**config.mk**
```make
export PLATFORM = sky130hd
export DESIGN_NAME = uart_mem_bridge
export DESIGN_NICKNAME = d
export VERILOG_FILES = /design/src/rtl/uart_mem_bridge_pkg.sv /design/src/rtl/uart_mem_bridge.sv
export SDC_FILE = /design/constraint.sdc
export NUM_CORES = 1
export LEC_CHECK = 0
export CAP_MARGIN = 40
export CELL_PAD_IN_SITES_DETAIL_PLACEMENT = 0
export CELL_PAD_IN_SITES_GLOBAL_PLACEMENT = 2
export CORE_ASPECT_RATIO = 0.7
export CORE_MARGIN = 2
export CORE_UTILIZATION = 30
export CTS_CLUSTER_SIZE = 10
export DETAILED_ROUTE_END_ITERATION = 7
export GPL_TIMING_DRIVEN = 0
export PLACE_DENSITY = 0.76
export SLEW_MARGIN = 15
export SYNTH_ARGS = -nofsm -noshare
export SYNTH_HDL_FRONTEND = slang
export SYNTH_SLANG_ARGS = --single-unit
```
**constraint.sdc**
```tcl
create_clock -name i_clk -period 2.3 [get_ports i_clk]
set_input_delay 0.46 -clock i_clk [delete_from_list [all_inputs] [get_ports i_clk]]
set_output_delay 0.46 -clock i_clk [all_outputs]
set_load 0.02 [all_outputs]
```
**src/rtl/uart_mem_bridge_pkg.sv**
```systemverilog
// Shared types and constants for the UART memory bridge: FSM encoding, packet
// lengths and the packet byte selector.
package uart_mem_bridge_pkg;

  typedef enum logic [1:0] {
    ST_IDLE      = 2'd0,
    ST_SEND      = 2'd1,
    ST_WAIT_RX   = 2'd2,
    ST_RESP_DONE = 2'd3
  } state_t;

  localparam int HDR_WE_BIT = 4;
  localparam int PKT_LEN_WR = 9;
  localparam int PKT_LEN_RD = 5;
  localparam int RESP_LEN   = 4;

  // Byte idx of the outgoing packet: header, addr LSB first, then wdata LSB first.
  function automatic logic [7:0] pkt_byte(
    input logic [3:0]  idx,
    input logic        we,
    input logic [3:0]  mask,
    input logic [31:0] addr,
    input logic [31:0] wdata
  );
    logic [7:0] hdr;
    logic [7:0] b;
    hdr             = 8'h00;
    hdr[HDR_WE_BIT] = we;
    hdr[3:0]        = mask;
    case (idx)
      4'd0:    b = hdr;
      4'd1:    b = addr[7:0];
      4'd2:    b = addr[15:8];
      4'd3:    b = addr[23:16];
      4'd4:    b = addr[31:24];
      4'd5:    b = wdata[7:0];
      4'd6:    b = wdata[15:8];
      4'd7:    b = wdata[23:16];
      4'd8:    b = wdata[31:24];
      default: b = 8'h00;
    endcase
    return b;
  endfunction

endpackage

```
**src/rtl/uart_mem_bridge.sv**
```systemverilog
// Packet layer between a CPU memory port and the uart_trans FIFOs: serialises one
// request into a byte packet and, for reads, reassembles the 4-byte reply.
module uart_mem_bridge
  import uart_mem_bridge_pkg::*;
#(
  parameter int TIMEOUT_CYCLES = 1000000
) (
  input  logic        i_clk,
  input  logic        i_rst_n,
  input  logic        i_req_valid,
  output logic        o_req_ready,
  input  logic        i_req_we,
  input  logic [3:0]  i_req_mask,
  input  logic [31:0] i_req_addr,
  input  logic [31:0] i_req_wdata,
  output logic        o_resp_valid,
  output logic [31:0] o_resp_rdata,
  output logic        o_resp_err,
  output logic        o_tx_send_flag,
  output logic [7:0]  o_tx_send_data,
  input  logic        i_tx_sendable,
  output logic        o_rx_recv_flag,
  input  logic [7:0]  i_rx_recv_data,
  input  logic        i_rx_receivable
);

  localparam int TW           = (TIMEOUT_CYCLES > 0) ? $clog2(TIMEOUT_CYCLES + 1) : 1;
  localparam int TIMEOUT_LAST = (TIMEOUT_CYCLES > 0) ? TIMEOUT_CYCLES - 1 : 0;

  state_t          r_state;
  state_t          w_state_next;
  logic            r_we;
  logic [3:0]      r_mask;
  logic [31:0]     r_addr;
  logic [31:0]     r_wdata;
  logic [3:0]      r_idx;
  logic [TW-1:0]   r_timer;
  logic [31:0]     r_rdata;
  logic            r_err;
  logic            w_tx_send_flag;
  logic            w_rx_recv_flag;
  logic            w_timeout;
  logic [3:0]      w_pkt_last;

  assign w_pkt_last = r_we ? 4'(PKT_LEN_WR - 1) : 4'(PKT_LEN_RD - 1);
  assign w_timeout  = (TIMEOUT_CYCLES != 0) && (r_timer == TW'(TIMEOUT_LAST));

  always_comb begin
    w_state_next   = r_state;
    w_tx_send_flag = 1'b0;
    w_rx_recv_flag = 1'b0;
    case (r_state)
      ST_IDLE: begin
        // Drain stray/late reply bytes so the next read starts aligned.
        w_rx_recv_flag = i_rx_receivable;
        if (i_req_valid) w_state_next = ST_SEND;
      end
      ST_SEND: begin
        w_tx_send_flag = i_tx_sendable;
        if (i_tx_sendable && (r_idx == w_pkt_last))
          w_state_next = r_we ? ST_RESP_DONE : ST_WAIT_RX;
      end
      ST_WAIT_RX: begin
        w_rx_recv_flag = i_rx_receivable;
        if (i_rx_receivable && (r_idx == 4'(RESP_LEN - 1))) w_state_next = ST_RESP_DONE;
        else if (!i_rx_receivable && w_timeout)              w_state_next = ST_RESP_DONE;
      end
      ST_RESP_DONE: w_state_next = ST_IDLE;
      default:      w_state_next = ST_IDLE;
    endcase
  end

  always_ff @(posedge i_clk or negedge i_rst_n) begin
    if (!i_rst_n) begin
      r_state <= ST_IDLE;
      r_we    <= 1'b0;
      r_mask  <= 4'h0;
      r_addr  <= 32'h0;
      r_wdata <= 32'h0;
      r_idx   <= 4'd0;
      r_timer <= '0;
      r_rdata <= 32'h0;
      r_err   <= 1'b0;
    end else begin
      r_state <= w_state_next;
      case (r_state)
        ST_IDLE: begin
          if (i_req_valid) begin
            r_we    <= i_req_we;
            r_mask  <= i_req_mask;
            r_addr  <= i_req_addr;
            r_wdata <= i_req_wdata;
            r_idx   <= 4'd0;
            r_timer <= '0;
            r_rdata <= 32'h0;
            r_err   <= 1'b0;
          end
        end
        ST_SEND: begin
          if (w_tx_send_flag)
            r_idx <= (r_idx == w_pkt_last) ? 4'd0 : r_idx + 4'd1;
        end
        ST_WAIT_RX: begin
          if (w_rx_recv_flag) begin
            r_rdata <= {i_rx_recv_data, r_rdata[31:8]};
            r_idx   <= r_idx + 4'd1;
            r_timer <= '0;
          end else if (w_timeout) begin
            r_err   <= 1'b1;
            r_rdata <= 32'h0;
          end else if (r_timer != '1) begin
            r_timer <= r_timer + 1'b1;
          end
        end
        default: ;
      endcase
    end
  end

  assign o_req_ready    = (r_state == ST_IDLE);
  assign o_resp_valid   = (r_state == ST_RESP_DONE);
  assign o_resp_rdata   = o_resp_valid ? r_rdata : 32'h0;
  assign o_resp_err     = o_resp_valid & r_err;
  assign o_tx_send_flag = w_tx_send_flag;
  assign o_tx_send_data = pkt_byte(r_idx, r_we, r_mask, r_addr, r_wdata);
  // Never pop the receive FIFO while held in reset.
  assign o_rx_recv_flag = w_rx_recv_flag & i_rst_n;

endmodule
```
==> results of run 1 <==
-- what timing repair did --
| item | CTS | global route |
|---|---|---|
| buffers inserted | 12 | 12 |
| gates resized for setup | 149 | 64 |
| setup endpoints to repair | 164 | 115 |
| endpoints found under the hold margin | 53 | 0 |
| pin swaps | 14 | 17 |
| hold buffers | 1 | 0 |
| gates cloned | 0 | 2 |
-- cell families (layout without fill, tap and decap cells) --
family	Yosys count	in the layout	synth area share [%]
buffers and inverters	70	252	4.89
DFF	128	128	49.9
adders and majority gates	9	9	1.75
muxes	74	74	12.9
and+or+nand+nor	154	154	14.2
AOI/OAI and AO/OA	153	153	16.3
-- sequential cells by signal (all words and copies together) (netlist names) --
register  count
r_idx         4
r_timer      20
r_wdata      32
r_addr       32
r_err         1
r_we          1
r_state       2
r_mask        4
r_rdata      32
-- critical path: cells and delay by family, from the launching register on --
kind | cells | cell delay, ns
AO/OA/AOI/OAI | 3 | 0.65
buffers and inverters | 4 | 0.55
flip-flops | 1 | 0.43
adder cells (fa/ha/maj) | 1 | 0.18
-- report_power, final --
| part | switching, mW | internal (mW) | leakage [nW] |
|---|---|---|---|
| Sequential | 0.509 | 3.02 | 1.63 |
| Combinational | 2.46 | 2.24 | 1.99 |
| Clock | 1.09 | 1.83 | 0.306 |
| Total | 4.06 | 7.09 | 3.92 |
-- synthesized netlist by cell type (all sizes together), types with 6 or more instances --
| cell type | number |
|---|---|
| clkbuf | 29 |
| o22ai | 7 |
| inv | 22 |
| a22oi | 10 |
| a221oi | 6 |
| a31oi | 9 |
| o31ai | 13 |
| nor2 | 12 |
| mux2 | 72 |
| and2 | 36 |
| o41ai | 15 |
| a21oi | 16 |
| ha | 9 |
| nand3 | 16 |
| buf | 19 |
| dfrtp | 128 |
| nand2 | 35 |
| o21ai | 50 |
| nand4 | 21 |
-- how the worst max path moves through the flow --
stage | slack [ns] | startpoint | to
global placement | -4.68 | i_rst_n | o_rx_recv_flag
global route | -0.49 | r_idx[0] | o_tx_send_data[5]
finish | -0.39 | r_idx[0] | o_tx_send_data[1]
floorplan | 0.05 | r_idx[0] | o_tx_send_data[3]
CTS | -0.41 | r_idx[0] | o_tx_send_data[5]
detailed placement | -1.20 | r_idx[0] | o_tx_send_data[3]
-- routing by layer --
metal | vias up | GRT usage, %
li1 | 2535 | -
met1 | 2772 | 27.8
met2 | 146 | 26.2
met3 | 13 | 4.14
met4 | 0 | 4.02
met5 | - | 0
-- through the flow --
stage / instance area [µm²] / util, % / hold slack (ns)
global placement: 8030 / 38.5 / 0.484
detailed placement: 8060 / 38.6 / 0.455
global route: 9250 / 44.4 / 0.0265
CTS: 9010 / 43.2 / 0.0179
finish: 9250 / 44.4 / 0.00564
floorplan: 6420 / - / 0.164
-- cell type report --
cell class                 count  share of cell area, %
multi-input combinational    390                   33.9
buffer                        45                   3.92
tap                          276                   3.73
clock inverter                14                   2.19
clock buffer                  18                   4.64
sequential                   128                   34.7
timing repair buffer         153                   16.0
inverter                      22                  0.946
==> results.tsv, run 1 <==
stage	metric	value	unit
outcome	status	finished with violations	
outcome	failing checks	negative setup slack	
synthesis	share of the synthesized area in the top cell type	49.9	%
critical_path	reg2reg end	r_state[1]	
finish	most common cell after layout, fill and taps aside	dfrtp_1	
synthesis	#FFs+latches synth	128	
timing	Final Hold Fails	0	
synthesis	Area contributors post-synth	dfrtp_1, mux2_2, o21ai_0	
detailed_routing	Detail Route Antenna Nets	0	
critical_path	Crit. End Element	output pin	
detailed_routing	drt initial violations	373	
flow_run	max-cap violations	0	
finish	Filler Cell Count	1936	
power_and_ir_drop	VDD IR-drop max	0.000607	V
timing	relative slew slack	61.4	%
critical_path	arrival time at the worst endpoint	2.23	ns
die	row count	44	
finish	multi-input logic area	3130	µm²
timing	RSZ-0062 raised after global routing	yes	
min_path	HP Class	in -> async	
critical_path	r2r setup slk	0.09	ns
finish	fin nets	848	
clocking	CTS tree	built	
synthesis	yosys warns	0	
global_route	global-route wire length before repair	31500	µm
detailed_routing	drt wl/cell	19.5	µm
synthesis	prevailing post-synth register cell	dfrtp_1	
global_route	grt total ovfl	0	
power_and_ir_drop	Power, Total	11.1	mW
placement	DP Worst Slack	-1.20	ns
synthesis	Cell variety after synth	58	
critical_path	Critical Path Max Stage Delay	0.43	ns
clocking	CTS root buffer	clkbuf_16	
detailed_routing	1st-pass router iterations	5	
detailed_routing	total wire length	20400	µm
timing	Tcrit/Tclk final	117	%
synthesis	number of synthesized flops with an enable pin	0	
die	die span in y	126	µm
global_route	pin count of the biggest net entering global routing	77	
critical_path	CP most frequent cell	buf_6	
synthesis	register area share after synthesis	49.9	%
die	IO Pins	127	
die	core area	20900	µm²
global_route	Total Routing Usage GR	18.3	%
synthesis	Cell Area, Synth	6420	µm²
synthesis	top cell type by total area after synthesis	dfrtp_1	
detailed_routing	highest metal used	met4	
placement	port bufs	126	
timing	crit path time final	2.69	ns
critical_path	worst endpoint required time	1.84	ns
timing	Pins Over Slew Limit	0	
die	Initial Util	30.8	%
finish	Seq. cell area	3210	µm²
placement	gp weighted congestion	0.815	
clocking	clk buf depth	2	
critical_path	critical setup path kind	reg -> out	
detailed_routing	met3 wire len	1120	µm
placement	# placed instances	991	
clocking	Clock Latency Late Sink	0.42	ns
critical_path	FF-to-FF Start	r_state[0]	
finish	commonest non-fill, non-tap cells in the layout	dfrtp_1, clkdlybuf4s50_1, mux2_2	
synthesis	syn_area_per_cell	10.9	µm²
die	total die area	22600	µm²
global_route	antenna violations before repair	0	
finish	antenna diode count	0	
finish	layout cells sized above 1	29.7	%
synthesis	Mapped Cells	588	
timing	TNS Setup	-2.55	ns
critical_path	crit path max fanout	4	
critical_path	cell type of the slowest stage on the worst timing path	dfrtp_2	
timing	Worst Tran Pin Value	0.579	ns
critical_path	CP Cell Sequence	buf_6 -> ha_4 -> buf_4 -> buf_6 -> a22o_1 -> a221oi_4 -> o22ai_2 -> buf_6	
placement	Post-DP HPWL	14400	µm
global_route	vias in the first global route	5586	
finish	Layout area overhead	44.1	%
detailed_routing	vias per cell	5.23	
power_and_ir_drop	PwrDens	1200	nW/µm²
timing	Setup Skew	0.00836	ns
detailed_routing	total number of vias	5466	
timing	Worst Setup Slack, final	-0.389	ns
clocking	htree depth	4	
clocking	CTS Sinks	128	
synthesis	Synthesized Nets	679	
critical_path	Reg2Reg Depth	7	
clocking	CTS buffer count	17	
power_and_ir_drop	Leak	3.92	nW
detailed_routing	met2 WL post-DR	8780	µm
detailed_routing	WL met1	10300	µm
timing	Final setup viols	8	
timing	Max Freq	0.372	GHz
clocking	CTS clk-pin slew, worst paths	0.06	ns
synthesis	FFs w/ async S/R, synth	100	%
finish	Finished Layout Cells	1046	
detailed_routing	# DRC	0	
die	die width	179	µm
critical_path	startpoint types	register	
No activity file was read; power rests on OpenSTA's default activity.
==> run 2, diff against run 1 <==
MAX_ROUTING_LAYER = met4   (was not set)
==> results.tsv, run 2 (same netlist as run 1, synthesis figures left out) <==
stage	metric	value	unit
placement	placed cell area	8060	µm²
clocking	Clock Latency Late Sink	0.43	ns
critical_path	crit path max fanout	6	
critical_path	Crit. End Element	output pin	
detailed_routing	Detail Route Antenna Nets	0	
flow_run	max-cap violations	0	
global_route	Total Routing Usage GR	18.8	%
timing	Worst Tran Pin Value	0.588	ns
finish	commonest non-fill, non-tap cells in the layout	dfrtp_1, clkdlybuf4s50_1, mux2_2	
detailed_routing	vias per cell	5.24	
outcome	status	finished with violations	
die	core area	20900	µm²
timing	TNS Setup	-2.74	ns
critical_path	Critical Path Max Stage Delay	0.55	ns
timing	Final setup viols	8	
die	total die area	22600	µm²
clocking	CTS tree	built	
die	Initial Util	30.8	%
timing	hold_ws	-0.00429	ns
detailed_routing	drt initial violations	362	
finish	most common cell after layout, fill and taps aside	dfrtp_1	
global_route	global-route wire length before repair	31500	µm
finish	layout cells sized above 1	29.6	%
critical_path	Reg2Reg Depth	7	
clocking	CTS buffer count	17	
finish	antenna diode count	0	
critical_path	startpoint types	register	
finish	Finished Layout Cells	1046	
min_path	HP Class	in -> async	
global_route	grt total ovfl	0	
detailed_routing	drt wl/cell	19.6	µm
timing	crit path time final	2.71	ns
power_and_ir_drop	Leak	3.93	nW
detailed_routing	1st-pass router iterations	7	
timing	Final Hold Fails	2	
finish	design area	9260	µm²
power_and_ir_drop	Power, Total	11.2	mW
critical_path	arrival time at the worst endpoint	2.25	ns
clocking	CTS root buffer	clkbuf_16	
timing	Max Freq	0.369	GHz
finish	Seq. cell area	3210	µm²
critical_path	worst endpoint required time	1.84	ns
critical_path	FF-to-FF Start	r_state[1]	
detailed_routing	# DRC	0	
critical_path	critical setup path kind	reg -> out	
clocking	clk buf depth	2	
detailed_routing	total wire length	20600	µm
critical_path	cell type of the slowest stage on the worst timing path	a222oi_1	
finish	multi-input logic area	3130	µm²
finish	Filler Cell Count	1937	
finish	Layout area overhead	44.1	%
placement	gp weighted congestion	0.827	
power_and_ir_drop	VDD IR-drop max	0.000620	V
clocking	htree depth	4	
timing	Setup Skew	0.00942	ns
outcome	failing checks	negative hold slack, negative setup slack	
critical_path	CP Cell Sequence	buf_6 -> inv_4 -> ha_4 -> clkbuf_16 -> a222oi_1 -> a31oi_1 -> buf_2	
die	IO Pins	127	
die	die span in y	126	µm
finish	fin nets	848	
detailed_routing	total number of vias	5478	
finish	Layout Utilization	44.4	%
timing	RSZ-0062 raised after global routing	yes	
global_route	vias in the first global route	5577	
die	row count	44	
critical_path	r2r setup slk	0.08	ns
placement	port bufs	126	
power_and_ir_drop	PwrDens	1210	nW/µm²
placement	DP Worst Slack	-1.20	ns
clocking	CTS Sinks	128	
clocking	CTS clk-pin slew, worst paths	0.06	ns
placement	Post-DP HPWL	14400	µm
global_route	pin count of the biggest net entering global routing	77	
critical_path	reg2reg end	r_state[1]	
timing	relative slew slack	60.4	%
placement	# placed instances	991	
global_route	antenna violations before repair	0	
finish	Largest regs	r_addr x32, r_rdata x32, r_wdata x32	
timing	Worst Setup Slack, final	-0.409	ns
timing	Pins Over Slew Limit	0	
die	die width	179	µm
timing	Tcrit/Tclk final	118	%
-- run 2: what timing repair did --
| action | 4_1_cts | 5_1_grt |
|---|---|---|
| resized for setup | 149 | 62 |
| setup endpoints to repair | 164 | 116 |
| gates cloned | 0 | 2 |
| endpoints found under the hold margin | 53 | 0 |
| setup buffers | 12 | 12 |
| hold buffers | 1 | 0 |
| pin swaps | 14 | 17 |
-- run 2: area by class of cell --
cell class                      count  area share [%]
Sequential cell                   128            34.7
Multi-Input combinational cell    390            33.8
Timing Repair Buffer              153            16.1
Clock buffer                       18            4.64
Buffer                             45            3.92
Tap cell                          276            3.73
Clock inverter                     14            2.19
Inverter                           22           0.946
-- run 2: how the worst max path moves through the flow --
stage / startpoint / slack, ns / cells after the start / to
detailed placement: r_idx[0] / -1.20 / 9 / o_tx_send_data[3]
CTS: r_idx[0] / -0.41 / 8 / o_tx_send_data[5]
global placement: i_rst_n / -4.68 / 3 / o_rx_recv_flag
finish: r_idx[0] / -0.41 / 7 / o_tx_send_data[6]
global route: r_idx[0] / -0.49 / 8 / o_tx_send_data[5]
floorplan: r_idx[0] / 0.05 / 8 / o_tx_send_data[3]
-- run 2: power breakdown --
group          internal (mW)  switching (mW)  leakage, nW
clock                   1.83            1.09        0.306
sequential              3.02           0.511         1.63
combinational           2.24            2.47         1.99
-- run 2: metal layers --
metal / up-vias / wire, µm / global-route usage [%]
met4: 0 / 204 / 4.73
met1: 2788 / 10500 / 28.2
met3: 17 / 1030 / 3.12
met2: 143 / 8870 / 26.1
met5: - / 0 / -
li1: 2530 / - / -
-- run 2: worst max-delay path, delay by kind of cell (launching register included) --
family,cells,cell delay (ns)
AOI/OAI and AO/OA,2,0.72
buffers and inverters,4,0.52
DFF,1,0.39
adders and majority gates,1,0.19
==> run 3, diff against run 2 <==
HOLD_SLACK_MARGIN = 0.02   (was not set)
==> results.tsv, run 3 (same netlist as run 1, synthesis figures left out) <==
stage	metric	value	unit
critical_path	Crit. End Element	output pin	
timing	Tcrit/Tclk final	118	%
detailed_routing	WL met1	10500	µm
global_route	antenna violations before repair	0	
placement	gp weighted congestion	0.827	
detailed_routing	total wire length	20500	µm
power_and_ir_drop	Power, Total	11.2	mW
timing	Setup Skew	0.0101	ns
timing	relative slew slack	60.4	%
min_path	HP Class	in -> async	
detailed_routing	Detail Route Antenna Nets	0	
detailed_routing	# DRC	0	
timing	Worst Setup Slack, final	-0.407	ns
die	Initial Util	30.8	%
critical_path	r2r setup slk	0.09	ns
finish	layout cells sized above 1	29.6	%
power_and_ir_drop	Leak	3.93	nW
finish	fin nets	849	
critical_path	Reg2Reg Depth	7	
outcome	status	finished with violations	
critical_path	cell type of the slowest stage on the worst timing path	a222oi_1	
global_route	grt total ovfl	0	
finish	commonest non-fill, non-tap cells in the layout	dfrtp_1, clkdlybuf4s50_1, mux2_2	
clocking	CTS tree	built	
finish	Finished Layout Cells	1047	
clocking	clk buf depth	2	
detailed_routing	met2 WL post-DR	8860	µm
placement	# placed instances	991	
finish	most common cell after layout, fill and taps aside	dfrtp_1	
timing	Final Hold Fails	0	
timing	RSZ-0062 raised after global routing	yes	
detailed_routing	drt initial violations	338	
detailed_routing	drt wl/cell	19.6	µm
outcome	failing checks	negative setup slack	
clocking	CTS root buffer	clkbuf_16	
clocking	CTS clk-pin slew, worst paths	0.06	ns
global_route	vias in the first global route	5577	
critical_path	Critical Path Max Stage Delay	0.55	ns
die	row count	44	
flow_run	max-cap violations	0	
detailed_routing	total number of vias	5481	
die	total die area	22600	µm²
power_and_ir_drop	PwrDens	1200	nW/µm²
die	die width	179	µm
critical_path	critical setup path kind	reg -> out	
critical_path	worst endpoint required time	1.84	ns
critical_path	crit path max fanout	6	
placement	Post-DP HPWL	14400	µm
detailed_routing	met3 wire len	1000	µm
global_route	pin count of the biggest net entering global routing	77	
timing	Worst Tran Pin Value	0.588	ns
finish	antenna diode count	0	
critical_path	FF-to-FF Start	r_state[1]	
critical_path	CP Cell Sequence	buf_6 -> inv_4 -> ha_4 -> clkbuf_16 -> a222oi_1 -> a31oi_1 -> buf_2	
critical_path	arrival time at the worst endpoint	2.25	ns
critical_path	reg2reg end	r_state[1]	
die	IO Pins	127	
global_route	Total Routing Usage GR	18.8	%
placement	port bufs	126	
finish	Largest regs	r_addr x32, r_rdata x32, r_wdata x32	
clocking	htree depth	4	
critical_path	startpoint types	register	
clocking	CTS buffer count	17	
detailed_routing	1st-pass router iterations	5	
clocking	CTS Sinks	128	
finish	Layout area overhead	44.3	%
timing	Max Freq	0.369	GHz
timing	crit path time final	2.71	ns
power_and_ir_drop	VDD IR-drop max	0.000615	V
clocking	Clock Latency Late Sink	0.42	ns
die	die span in y	126	µm
global_route	global-route wire length before repair	31500	µm
detailed_routing	highest metal used	met4	
timing	Final setup viols	8	
detailed_routing	vias per cell	5.23	
timing	Pins Over Slew Limit	0	
die	core area	20900	µm²
-- run 3: worst max-delay path: cells and delay by family (launching register included) --
| kind | cells | cell delay, ns |
|---|---|---|
| AO/OA/AOI/OAI | 2 | 0.72 |
| buffers and inverters | 4 | 0.52 |
| adder cells (fa/ha/maj) | 1 | 0.19 |
| flip-flops | 1 | 0.39 |
-- run 3: metal layers --
| metal | GRT usage (%) | vias up |
|---|---|---|
| met5 | - | - |
| met1 | 28.2 | 2796 |
| met3 | 3.12 | 18 |
| li1 | - | 2530 |
| met4 | 4.73 | 0 |
| met2 | 26.1 | 137 |
-- run 3: how the worst max path moves through the flow --
stage / startpoint / to / slack (ns) / cells after the start
global placement: i_rst_n / o_rx_recv_flag / -4.68 / 3
CTS: r_idx[0] / o_tx_send_data[5] / -0.41 / 8
detailed placement: r_idx[0] / o_tx_send_data[3] / -1.20 / 9
global route: r_idx[0] / o_tx_send_data[5] / -0.49 / 8
floorplan: r_idx[0] / o_tx_send_data[3] / 0.05 / 8
finish: r_idx[0] / o_tx_send_data[6] / -0.41 / 7
-- run 3: timing repair --
action	4_1_cts	5_1_grt
gates cloned	0	2
pin swaps	14	17
hold endpoints to repair	53	0
gates resized for setup	149	62
endpoints found under the setup margin	164	116
hold buffers	2	0
buffers inserted	12	12
-- run 3: final cells by class --
cell class | instances | area (µm²)
clock inverter | 14 | 203
buffer | 45 | 363
sequential | 128 | 3210
tap | 276 | 345
fill | 1937 | 11600
multi-input combinational | 390 | 3130
inverter | 22 | 87.6
clock buffer | 18 | 429
timing repair buffer | 154 | 1500
-- run 3: per-stage QoR --
step	util (%)	setup TNS (ns)	hold slack, ns	area, µm²	setup slack [ns]
2_1_floorplan	-	0	0.164	6420	0.0490
3_3_place_gp	38.5	-600.98	0.484	8030	-4.68
3_5_place_dp	38.6	-31.86	0.455	8060	-1.20
4_1_cts	43.2	-2.60	0.0341	9020	-0.407
5_1_grt	44.4	-3.21	0.0410	9270	-0.491
6_report	44.4	-2.70	0.0121	9270	-0.407
-- run 3: where the power goes --
group          total, mW  internal (mW)  switching, mW
logic               4.70           2.24           2.47
clock network       2.93           1.83           1.09
registers           3.53           3.02          0.509
